[src/rtl/sub_tree_unpack.sv]
// sub_tree_unpack: recovers ss2 = s - ss1, b = ss1 - a and d = ss2 - c from the adder-tree total.
// Latency: a packet accepted in cycle N produces out_valid in cycle N+4. At most one packet every 5 cycles.
// Backpressure: in_ready is registered and high only in IDLE. A result is held stable in OUT until out_ready.
//
// Optional statistics counter: define SUB_TREE_STATS_EN to add the pkt_count output.
//
// Ports:
//   clk, rst                      clock and synchronous active-high reset
//   in_valid / in_ready           input handshake (in_ready registered)
//   in_s, in_ss1, in_data_a,      packet fields: tree total, partial sum a+b,
//   in_data_c                     and the two known operands a and c
//   out_valid / out_ready         output handshake
//   out_ss2, out_data_b,          recovered c+d, b and d (all modulo 2^W)
//   out_data_d
//   pkt_count                     (SUB_TREE_STATS_EN only) number of delivered results, wraps at 256
module sub_tree_unpack #(
    parameter int W = 4
) (
    input  logic         clk,
    input  logic         rst,
    input  logic         in_valid,
    output logic         in_ready,
    input  logic [W-1:0] in_s,
    input  logic [W-1:0] in_ss1,
    input  logic [W-1:0] in_data_a,
    input  logic [W-1:0] in_data_c,
    output logic         out_valid,
    input  logic         out_ready,
    output logic [W-1:0] out_ss2,
    output logic [W-1:0] out_data_b,
    output logic [W-1:0] out_data_d
`ifdef SUB_TREE_STATS_EN
    ,
    output logic [7:0]   pkt_count
`endif
);

    typedef enum logic [2:0] {
        ST_IDLE    = 3'd0,
        ST_SUB_SS2 = 3'd1,
        ST_SUB_B   = 3'd2,
        ST_SUB_D   = 3'd3,
        ST_OUT     = 3'd4
    } state_t;

    state_t state_q, state_d;

    logic         in_ready_q, in_ready_d;
    logic         out_valid_q, out_valid_d;

    // Captured packet fields and intermediate results
    logic [W-1:0] s_q, ss1_q, a_q, c_q;
    logic [W-1:0] ss2_q, b_q;

    // Output registers, loaded once per packet in SUB_D
    logic [W-1:0] out_ss2_q, out_b_q, out_d_q;

    // The single shared subtractor
    logic [W-1:0] sub_x, sub_y, sub_res;

    logic         accept;
    logic         out_fire;

    assign accept   = in_valid && in_ready_q;
    assign out_fire = out_valid_q && out_ready;

    // ---------------------------------------------------------------
    // FSM state register
    // ---------------------------------------------------------------
    always_ff @(posedge clk) begin
        if (rst) begin
            state_q     <= ST_IDLE;
            in_ready_q  <= 1'b1;
            out_valid_q <= 1'b0;
        end else begin
            state_q     <= state_d;
            in_ready_q  <= in_ready_d;
            out_valid_q <= out_valid_d;
        end
    end

    // ---------------------------------------------------------------
    // FSM next-state logic
    // ---------------------------------------------------------------
    always_comb begin
        state_d = state_q;
        unique case (state_q)
            ST_IDLE:    if (accept) state_d = ST_SUB_SS2;
            ST_SUB_SS2: state_d = ST_SUB_B;
            ST_SUB_B:   state_d = ST_SUB_D;
            ST_SUB_D:   state_d = ST_OUT;
            ST_OUT:     if (out_ready) state_d = ST_IDLE;
            default:    state_d = ST_IDLE;
        endcase
        // The handshake flags are registered copies of the next state, so
        // neither port sees a combinational path from the other side.
        in_ready_d  = (state_d == ST_IDLE);
        out_valid_d = (state_d == ST_OUT);
    end

    // ---------------------------------------------------------------
    // Subtractor operand select: one difference per SUB_* state
    // ---------------------------------------------------------------
    always_comb begin
        sub_x = s_q;
        sub_y = ss1_q;
        case (state_q)
            ST_SUB_B: begin
                sub_x = ss1_q;
                sub_y = a_q;
            end
            ST_SUB_D: begin
                sub_x = ss2_q;
                sub_y = c_q;
            end
            default: begin
                sub_x = s_q;
                sub_y = ss1_q;
            end
        endcase
    end

    // Borrow is discarded: the W-bit result is the difference modulo 2^W.
    assign sub_res = sub_x - sub_y;

    // ---------------------------------------------------------------
    // Datapath registers
    // ---------------------------------------------------------------
    always_ff @(posedge clk) begin
        if (rst) begin
            s_q       <= '0;
            ss1_q     <= '0;
            a_q       <= '0;
            c_q       <= '0;
            ss2_q     <= '0;
            b_q       <= '0;
            out_ss2_q <= '0;
            out_b_q   <= '0;
            out_d_q   <= '0;
        end else begin
            case (state_q)
                ST_IDLE: begin
                    // Fields are sampled only on the accepting edge.
                    if (accept) begin
                        s_q   <= in_s;
                        ss1_q <= in_ss1;
                        a_q   <= in_data_a;
                        c_q   <= in_data_c;
                    end
                end
                ST_SUB_SS2: ss2_q <= sub_res;
                ST_SUB_B:   b_q   <= sub_res;
                ST_SUB_D: begin
                    // d goes straight into the output register; it has no
                    // other consumer.
                    out_ss2_q <= ss2_q;
                    out_b_q   <= b_q;
                    out_d_q   <= sub_res;
                end
                default: ;
            endcase
        end
    end

    assign in_ready   = in_ready_q;
    assign out_valid  = out_valid_q;
    assign out_ss2    = out_ss2_q;
    assign out_data_b = out_b_q;
    assign out_data_d = out_d_q;

`ifdef SUB_TREE_STATS_EN
    logic [7:0] pkt_count_q;

    always_ff @(posedge clk) begin
        if (rst) begin
            pkt_count_q <= 8'd0;
        end else if (out_fire) begin
            pkt_count_q <= pkt_count_q + 8'd1;
        end
    end

    assign pkt_count = pkt_count_q;
`else
    logic unused_fire;
    assign unused_fire = out_fire;
`endif

endmodule

[config.mk]
export PLATFORM = sky130hd
export DESIGN_NAME = sub_tree_unpack
export DESIGN_NICKNAME = d
export VERILOG_FILES = /design/src/rtl/sub_tree_unpack.sv
export SDC_FILE = /design/constraint.sdc
export NUM_CORES = 1
export LEC_CHECK = 0
export CAP_MARGIN = 20
export CELL_PAD_IN_SITES_DETAIL_PLACEMENT = 1
export CELL_PAD_IN_SITES_GLOBAL_PLACEMENT = 1
export CORE_AREA = 2 2 70 72
export CTS_BUF_LIST = sky130_fd_sc_hd__clkbuf_4 sky130_fd_sc_hd__clkbuf_8 sky130_fd_sc_hd__clkbuf_16
export DETAILED_ROUTE_END_ITERATION = 8
export DIE_AREA = 0 0 72 74
export GPL_TIMING_DRIVEN = 0
export HOLD_SLACK_MARGIN = 0.05
export PLACE_DENSITY = 0.78
export SLEW_MARGIN = 20
export SYNTH_ARGS = -nofsm -noshare
export SYNTH_HDL_FRONTEND = slang
export SYNTH_SLANG_ARGS = --single-unit
[constraint.sdc]
create_clock -name clk -period 7.2 [get_ports clk]
set_input_delay 0.72 -clock clk [delete_from_list [all_inputs] [get_ports clk]]
set_output_delay 0.72 -clock clk [all_outputs]
set_load 0.02 [all_outputs]
# Yosys cells after proc, flatten, opt, wreduce, memory -nomap -nowiden
# Cells that the tools add are included.
[classes] add_sub_neg=1 multipliers=0 div_mod_pow=0 order_cmp=0 eq_ne=5 shifts=0 n_mux=5 bitwise=0 reduce_logical=4
[ops] op="4-bit one-hot mux with 2 select lines" n=2
[ops] op="3-bit one-hot mux with 5 select lines" n=1
[ops] op="3-bit by 2-bit equality test with 1-bit output, second input constant" n=2
[ops] op="3-bit equality test, second input constant" n=2
[ops] op="3-bit zero test" n=2
[ops] op="3-bit two-way mux" n=2
[ops] op="4-bit subtractor" n=1
[ops] op="3-bit by 1-bit equality test with 1-bit output, second input constant" n=1
[ops] op="2-bit AND reduction" n=1
[ops] op="1-bit logical AND" n=1
[totals] ff_bits=41 latch_bits=0 ramBits=0 romBits=0 out_inout_bits=14 elab_cells=27 n_memories=0

# Depth between registers and ports, before layout
# Gate-level depths: netlist (run 1).
[depth] depth_word=4 ltp_mapped=12 mapped_depth_nobuf=10

# Worst setup path before layout (run 1)
# Ideal clock, no wire load.
[synth_timing] path_kind="reg2reg" startpoint="register state_q[2]" endpoint="register b_q[3]" setup_time_ps=93 t_arrival_ps=2244 t_required_ps=7107 setup_slack_ps=4863 path_stages_with_launch=13 period_less_slack_ps=2337 path_cell_list="dfxtp_1 nand2b_1 buf_2 buf_1 nand2_1 o21ai_1 inv_1 ha_1 nor2b_1 o21ai_1 a221oi_2 o21ai_1 o311ai_2"
[synth_via] elab_chain_len=3 elab_cells_between_ends=5 cone_classes="1 x add/sub; 2 x eq/ne; 2 x mux"
[synth_rtl] item="start: declaration" line_no="46" source="state_t state_q, state_d;"
[synth_rtl] item="start signal: assignment" line_no="76" source="state_q <= state_d;"
[synth_rtl] item="3-bit by 2-bit equality test with 1-bit output, on equally long branches" line_no="107, 141"
[synth_rtl] item="4-bit one-hot mux with 2 select lines" line_no="107" source="case (state_q)"
[synth_rtl] item="4-bit subtractor" line_no="124" source="assign sub_res = sub_x - sub_y;"
[synth_rtl] item="end signal: assignment" line_no="152" source="ST_SUB_B: b_q <= sub_res;"
[synth_rtl] item="end: declaration" line_no="53" source="logic [W-1:0] ss2_q, b_q;"
# Parallel ways exist; a longest one is shown, timed or not.
# A chain may end at the register's enable or synchronous reset.

# Final worst setup path (run 1)
# Ends and elaborated chain as after synthesis.

==> metrics.txt, run 1 <==
status=completed; Crit Path Max Fanout=10; Final Hold Fails=0; simple-gate share of the synthesized area=23.4%; post-detail-place hpwl=3250 um; post-synthesis sequential area ratio=46.3%; Synth Area per Inst=8.24 um2; Cell Pwr Density=264 nW/um2; endpoints failing setup=0; core area=4600 um2; Area Overhead vs Synth=29.2%; Max IR drop VDD=0.000115 V; fraction of layout cells with a size suffix above 1=7.81%; FF+latch count, synth=41; total global-route track usage=18.0%; post-CTS setup buffer count=0; top sig layer=met4; Mapped Cells=215; total grt overflow=0; normalized max-slew margin=63.3%; Top delay family on crit path=compound AO/OA/AOI/OAI gates; post-route antenna net violation count=0; crit start category=register; DR WL met3=178 um; power consumption=604 uW; RD Place Congestion=0.770; Synth Flop Type=dfxtp_1; via density per instance=5.07; post-cts resize count=0; most frequent CP cell=o21ai_1; Inst Count DP=about 300; Final Hold Slack=around 460 ps; R2R depth=12; worst-margin pin slew=550 ps; vias in the first global route=1551; Reg2Reg Capture Point=b_q[3]; CP endpoint=b_q[3]; nets=279; TNS Setup=0 ps; min Tclk post-route=~2800 ps; n_diodes=0; Initial Util=38.5%; Max Cap Violations=0; Post-Syn Area=between 1500 and 2000 um2; Storage cell area=821 um2; Via Count=approximately 1.6k; DIE WIDTH=72 um; largest net degree at the start of global routing=13; CP required=7410 ps; WP data arrival=3050 ps; Worst R2R Start=state_q[2]; asr flop ratio synth=0%; H-Tree Depth=2; routed wire length=4340 um; number of synthesized flops with an enable pin=0; leakage=0.792 nW; max frequency=352 MHz; drt drc=0; post-synthesis cell type count=35; die area=5330 um2; clock buffer depth=2; Yosys warning total=0; CP bufs+invs=3; Die Y=74 um; Mapped Nets=239; CTS tree=yes; clock latency on the worst-skew pair=about 300 ps; initial detailed-routing violation count=53; peak per-stage delay on the critical path=520 ps; Synth Area in Compound Gates=17.8%; Final Skew=between 6 and 7 ps; Critical Path Source=state_q[2]; XOR/XNOR Fraction of Synth Area=less than 1%; Clock transition at path regs=80 ps; Finished Layout Cells=310; Final Max Slew Viols=0; commonest non-fill, non-tap cell in the layout=nand2_1; largest family of logic cells by synthesized area=simple AND/OR/NAND/NOR gates; mux cell area share after synthesis=4.52%; initial antenna violation count=0; final period utilization=39.5%; HP Class=register to register; crit-path cells=nand2b_1 > buf_2 > buf_1 > nand2_1 > o21ai_1 > inv_1 > ha_1 > nor2b_1 > o21ai_1 > a221oi_2 > o21ai_1 > o311ai_2; Clock Sinks=41; Avg WL per Cell=14.0 um; 1st-pass router iterations=4; slowest stage cell on the critical path=a221oi_2; Reg2Reg Setup Slack=~4400 ps; CTS buffer count=5; Top Ports=34; critical path class=register to register; Root Buffer Master=clkbuf_8; Post-Synth Adder-Cell Area=3.25%; footprint of the multi-input gates=876 um2; row cnt=25; first-pass GRT wire length=7380 um; most frequent cells in the layout=nand2_1 (57), dfxtp_1 (41), clkdlybuf4s50_1 (33), a21oi_1 (30), nor2_1 (16); fill cell count=574; CP endpoint kind=register; WP depth=12; PortBufs=33; metal2 WL=2030 um; hold_buf cts=0; M1 WL=2070 um; RSZ-0062 raised after global routing=false
[cell type report]
class | count | share of cell area, %
repair buffers | 33 | 14.4
plain buffers | 14 | 2.79
well taps | 54 | 2.95
multi-input cells | 157 | 38.3
clock buffers | 7 | 3.93
flip-flops and latches | 41 | 35.8
inverters | 3 | 0.492
clock inverters | 1 | 1.31
[flip-flops by register name, indices dropped and copies added, names as in the netlist]
register	flops
in_ready	1
a_q	4
c_q	4
out_ss2	4
state_q	3
out_data_d	4
b_q	4
ss2_q	4
out_valid	1
ss1_q	4
out_data_b	4
s_q	4
[worst min path at each step]
stage,slack [ps],startpoint,cells past startpoint,to
2_1_floorplan,430,b_q[3],2,out_data_b[3]
3_3_place_gp,440,out_ss2[3],2,out_ss2[3]
3_5_place_dp,450,out_data_b[1],2,out_data_b[1]
4_1_cts,460,out_data_b[1],2,out_data_b[1]
5_1_grt,480,out_ss2[1],2,out_ss2[1]
6_report,460,out_ss2[3],2,out_ss2[3]
[worst min-delay path, cell delays in order, from the launching register on]
cell     delay, ps
dfxtp_1        310
nand2_1         50
a21oi_1         50
[cell usage after synthesis (all sizes together) (2+ instances only)]
cell type | number | area share (%)
a211oi | 6 | 2.5
o311ai | 3 | 1.9
inv | 3 | 0.64
or4b | 2 | 1.1
nor2b | 2 | 0.85
mux2i | 8 | 4.5
nand2 | 57 | 12
clkbuf | 5 | 1.1
dfxtp | 41 | 46
buf | 9 | 2.5
or3b | 2 | 0.99
ha | 3 | 2.1
nand2b | 2 | 0.71
nand3b | 2 | 0.85
nor2 | 18 | 4.1
nor4 | 2 | 0.71
a21oi | 30 | 8.5
o21ai | 9 | 2.5
[where the power goes]
group	leakage [nW]	internal [mW]	switching [mW]
clock network	0.0619	0.117	0.0814
registers	0.334	0.248	0.0143
logic	0.396	0.0581	0.0860
total	0.792	0.423	0.182
[per-stage QoR]
step	utilization [%]	setup slack, ps	area (um2)
floorplan	-	4860	1770
global placement	47.2	4440	2170
detailed placement	47.2	4350	2170
CTS	49.8	4330	2290
global route	49.8	3990	2290
finish	49.8	4360	2290
[logic make-up after synthesis]
family	count (synthesis)
AOI/OAI and AO/OA	52
xor gates and xnor gates	1
adders and majority gates	4
buffers and inverters	17
DFF	41
muxes	8
and+or+nand+nor	92
[routing by layer]
metal / up-vias / global-route usage, %
li1: 809 / -
met1: 718 / 23.6
met2: 39 / 29.4
met3: 7 / 3.79
met4: 0 / 6.92
met5: - / 0
Power figures use the tool's default switching activity.
==> run 2: changes to the inputs <==
--- a/config.mk
+++ b/config.mk
@@ -8,13 +8,13 @@
 export CAP_MARGIN = 20
 export CELL_PAD_IN_SITES_DETAIL_PLACEMENT = 1
 export CELL_PAD_IN_SITES_GLOBAL_PLACEMENT = 1
-export CORE_AREA = 2 2 70 72
+export CORE_AREA = 2 2 76 78
 export CTS_BUF_LIST = sky130_fd_sc_hd__clkbuf_4 sky130_fd_sc_hd__clkbuf_8 sky130_fd_sc_hd__clkbuf_16
 export DETAILED_ROUTE_END_ITERATION = 8
-export DIE_AREA = 0 0 72 74
+export DIE_AREA = 0 0 78 80
 export GPL_TIMING_DRIVEN = 0
 export HOLD_SLACK_MARGIN = 0.05
-export PLACE_DENSITY = 0.78
+export PLACE_DENSITY = 0.7
 export SLEW_MARGIN = 20
 export SYNTH_ARGS = -nofsm -noshare
 export SYNTH_HDL_FRONTEND = slang
==> constraint.sdc (replaced) <==
create_clock -name clk -period 2.5 [get_ports clk]
set_input_delay 0.25 -clock clk [delete_from_list [all_inputs] [get_ports clk]]
set_output_delay 0.25 -clock clk [all_outputs]
set_load 0.02 [all_outputs]
==> metrics.txt, run 2 (synthesis gave the netlist of run 1 again) <==
clock buffer depth=2; max frequency=435 MHz; Clock power frac=about 29%; Flop pwr share=45.0%; Avg WL per Cell=13.4 um; clock latency on the worst-skew pair=300 ps; Die Y=80 um; hold_buf cts=0; min Tclk post-route=between 2000 and 2500 ps; H-Tree Depth=2; row cnt=27; CTS tree=yes; Final Max Slew Viols=0; endpoints failing setup=0; Final Hold Fails=0; first-pass GRT wire length=about 7600 um; RD Place Congestion=0.838; final period utilization=92.0%; Max IR drop VDD=0.000217 V; total global-route track usage=15.7%; Net Sw Power=525 uW; worst-margin pin slew=between 500 and 600 ps; WP data arrival=2510 ps; Inst Count DP=320; Clock Sinks=41; Cell Pwr Density=715 nW/um2; Initial Util=roughly 33%; CP bufs+invs=3; via density per instance=4.86; Via Count=1599; core area=5410 um2; CTS buffer count=5; fraction of layout cells with a size suffix above 1=10.1%; slowest stage cell on the critical path=a221oi_4; CP endpoint kind=register; post-detail-place hpwl=3270 um; PortBufs=33; peak per-stage delay on the critical path=400 ps; Final Skew=roughly 5.7 ps; Root Buffer Master=clkbuf_8; drt drc=0; Max Cap Violations=0; initial detailed-routing violation count=38; Clock transition at path regs=80 ps; fin util=43.3%; die area=about 6200 um2; vias in the first global route=1561; nets=280; DIE WIDTH=78 um; most frequent cells in the layout=nand2_1 (57), dfxtp_1 (40), clkdlybuf4s50_1 (33), a21oi_1 (30), nor2_1 (16); Crit Path Max Fanout=10; critical path class=register to register; leakage=0.800 nW; largest net degree at the start of global routing=13; TNS Setup=0 ps; n_diodes=0; crit start category=register; normalized max-slew margin=61.2%; initial antenna violation count=0; 1st-pass router iterations=4; Internal=roughly 1.1 mW; status=completed; sw frac=approximately a third; CP required=2710 ps; Finished Layout Cells=329; crit-path cells=nand2b_1 > buf_4 > buf_4 > nand2_1 > o21ai_2 > inv_1 > ha_1 > nor2b_1 > o21ai_2 > a221oi_4 > o21ai_1 > o311ai_2; post-route antenna net violation count=0; Top delay family on crit path=compound AO/OA/AOI/OAI gates; routed wire length=around 4400 um; Comb pwr share=26.4%; total grt overflow=0; Top Ports=34; commonest non-fill, non-tap cell in the layout=nand2_1; HP Class=register to register; Area Overhead vs Synth=32.1%
## run 2: power by group through the flow
stage / clock network [mW] / registers (mW) / logic [mW]
2_1_floorplan: 0 / 0.764 / 0.282
3_3_place_gp: 0 / 0.766 / 0.408
3_5_place_dp: 0 / 0.769 / 0.416
4_1_cts: 0.496 / 0.754 / 0.435
5_1_grt: 0.534 / 0.762 / 0.501
6_report: 0.478 / 0.753 / 0.442
## run 2: cell type report
class	instances	area, um2
Sequential cell	41	825
Fill cell	673	3070
Inverter	3	11.3
Timing Repair Buffer	34	338
Clock inverter	1	5.00
Buffer	14	78.8
Clock buffer	7	96.3
Multi-Input combinational cell	157	896
Tap cell	72	90.1
## run 2: worst paths after layout
path | from | endpoint | slack [ps] | cells after the start
hold reg to reg | c_q[0] | c_q[0] | 460 | 2
setup reg to reg | state_q[2] | b_q[3] | 200 | 12
hold / removal | c_q[0] | c_q[0] | 460 | 2
setup / recovery | state_q[2] | b_q[3] | 200 | 12
## run 2: tightest hold or removal path, stage by stage (launching register included)
cell	delay [ps]
dfxtp_1	310
nand2_1	50
a21oi_1	50
## run 2: through the flow
step / power, mW / hold WS, ps / instance area (um2) / worst slack, ps
after floorplan: 1.05 / 386 / 1770 / 163
after global placement: 1.17 / 443 / 2190 / -259
after detailed placement: 1.18 / 446 / 2190 / -326
after CTS: 1.68 / 457 / 2310 / 4.27
after global routing: 1.80 / 483 / 2340 / -4.48
final: 1.67 / 455 / 2340 / 201
## run 2: per-layer routing
layer  GRT usage [%]  up-vias  wire [um]
met4            8.07        0        133
met5               0        -          0
met1            20.6      740       2110
met3            3.05       12        166
met2            24.5       39       1990
li1                -      808          -
## run 2: what timing repair did
item,CTS,global route
setup endpoints to repair,6,4
buffers inserted,0,1
resized for setup,5,10
pin swaps,0,2
==> run 3: changes to the inputs <==
--- a/config.mk
+++ b/config.mk
@@ -5,6 +5,7 @@
 export SDC_FILE = /design/constraint.sdc
 export NUM_CORES = 1
 export LEC_CHECK = 0
+export ABC_CLOCK_PERIOD_IN_PS = 2500
 export CAP_MARGIN = 20
 export CELL_PAD_IN_SITES_DETAIL_PLACEMENT = 1
 export CELL_PAD_IN_SITES_GLOBAL_PLACEMENT = 1
==> results of run 3 <==
The final DEF is identical to that of run 2; final timing and power are the same.
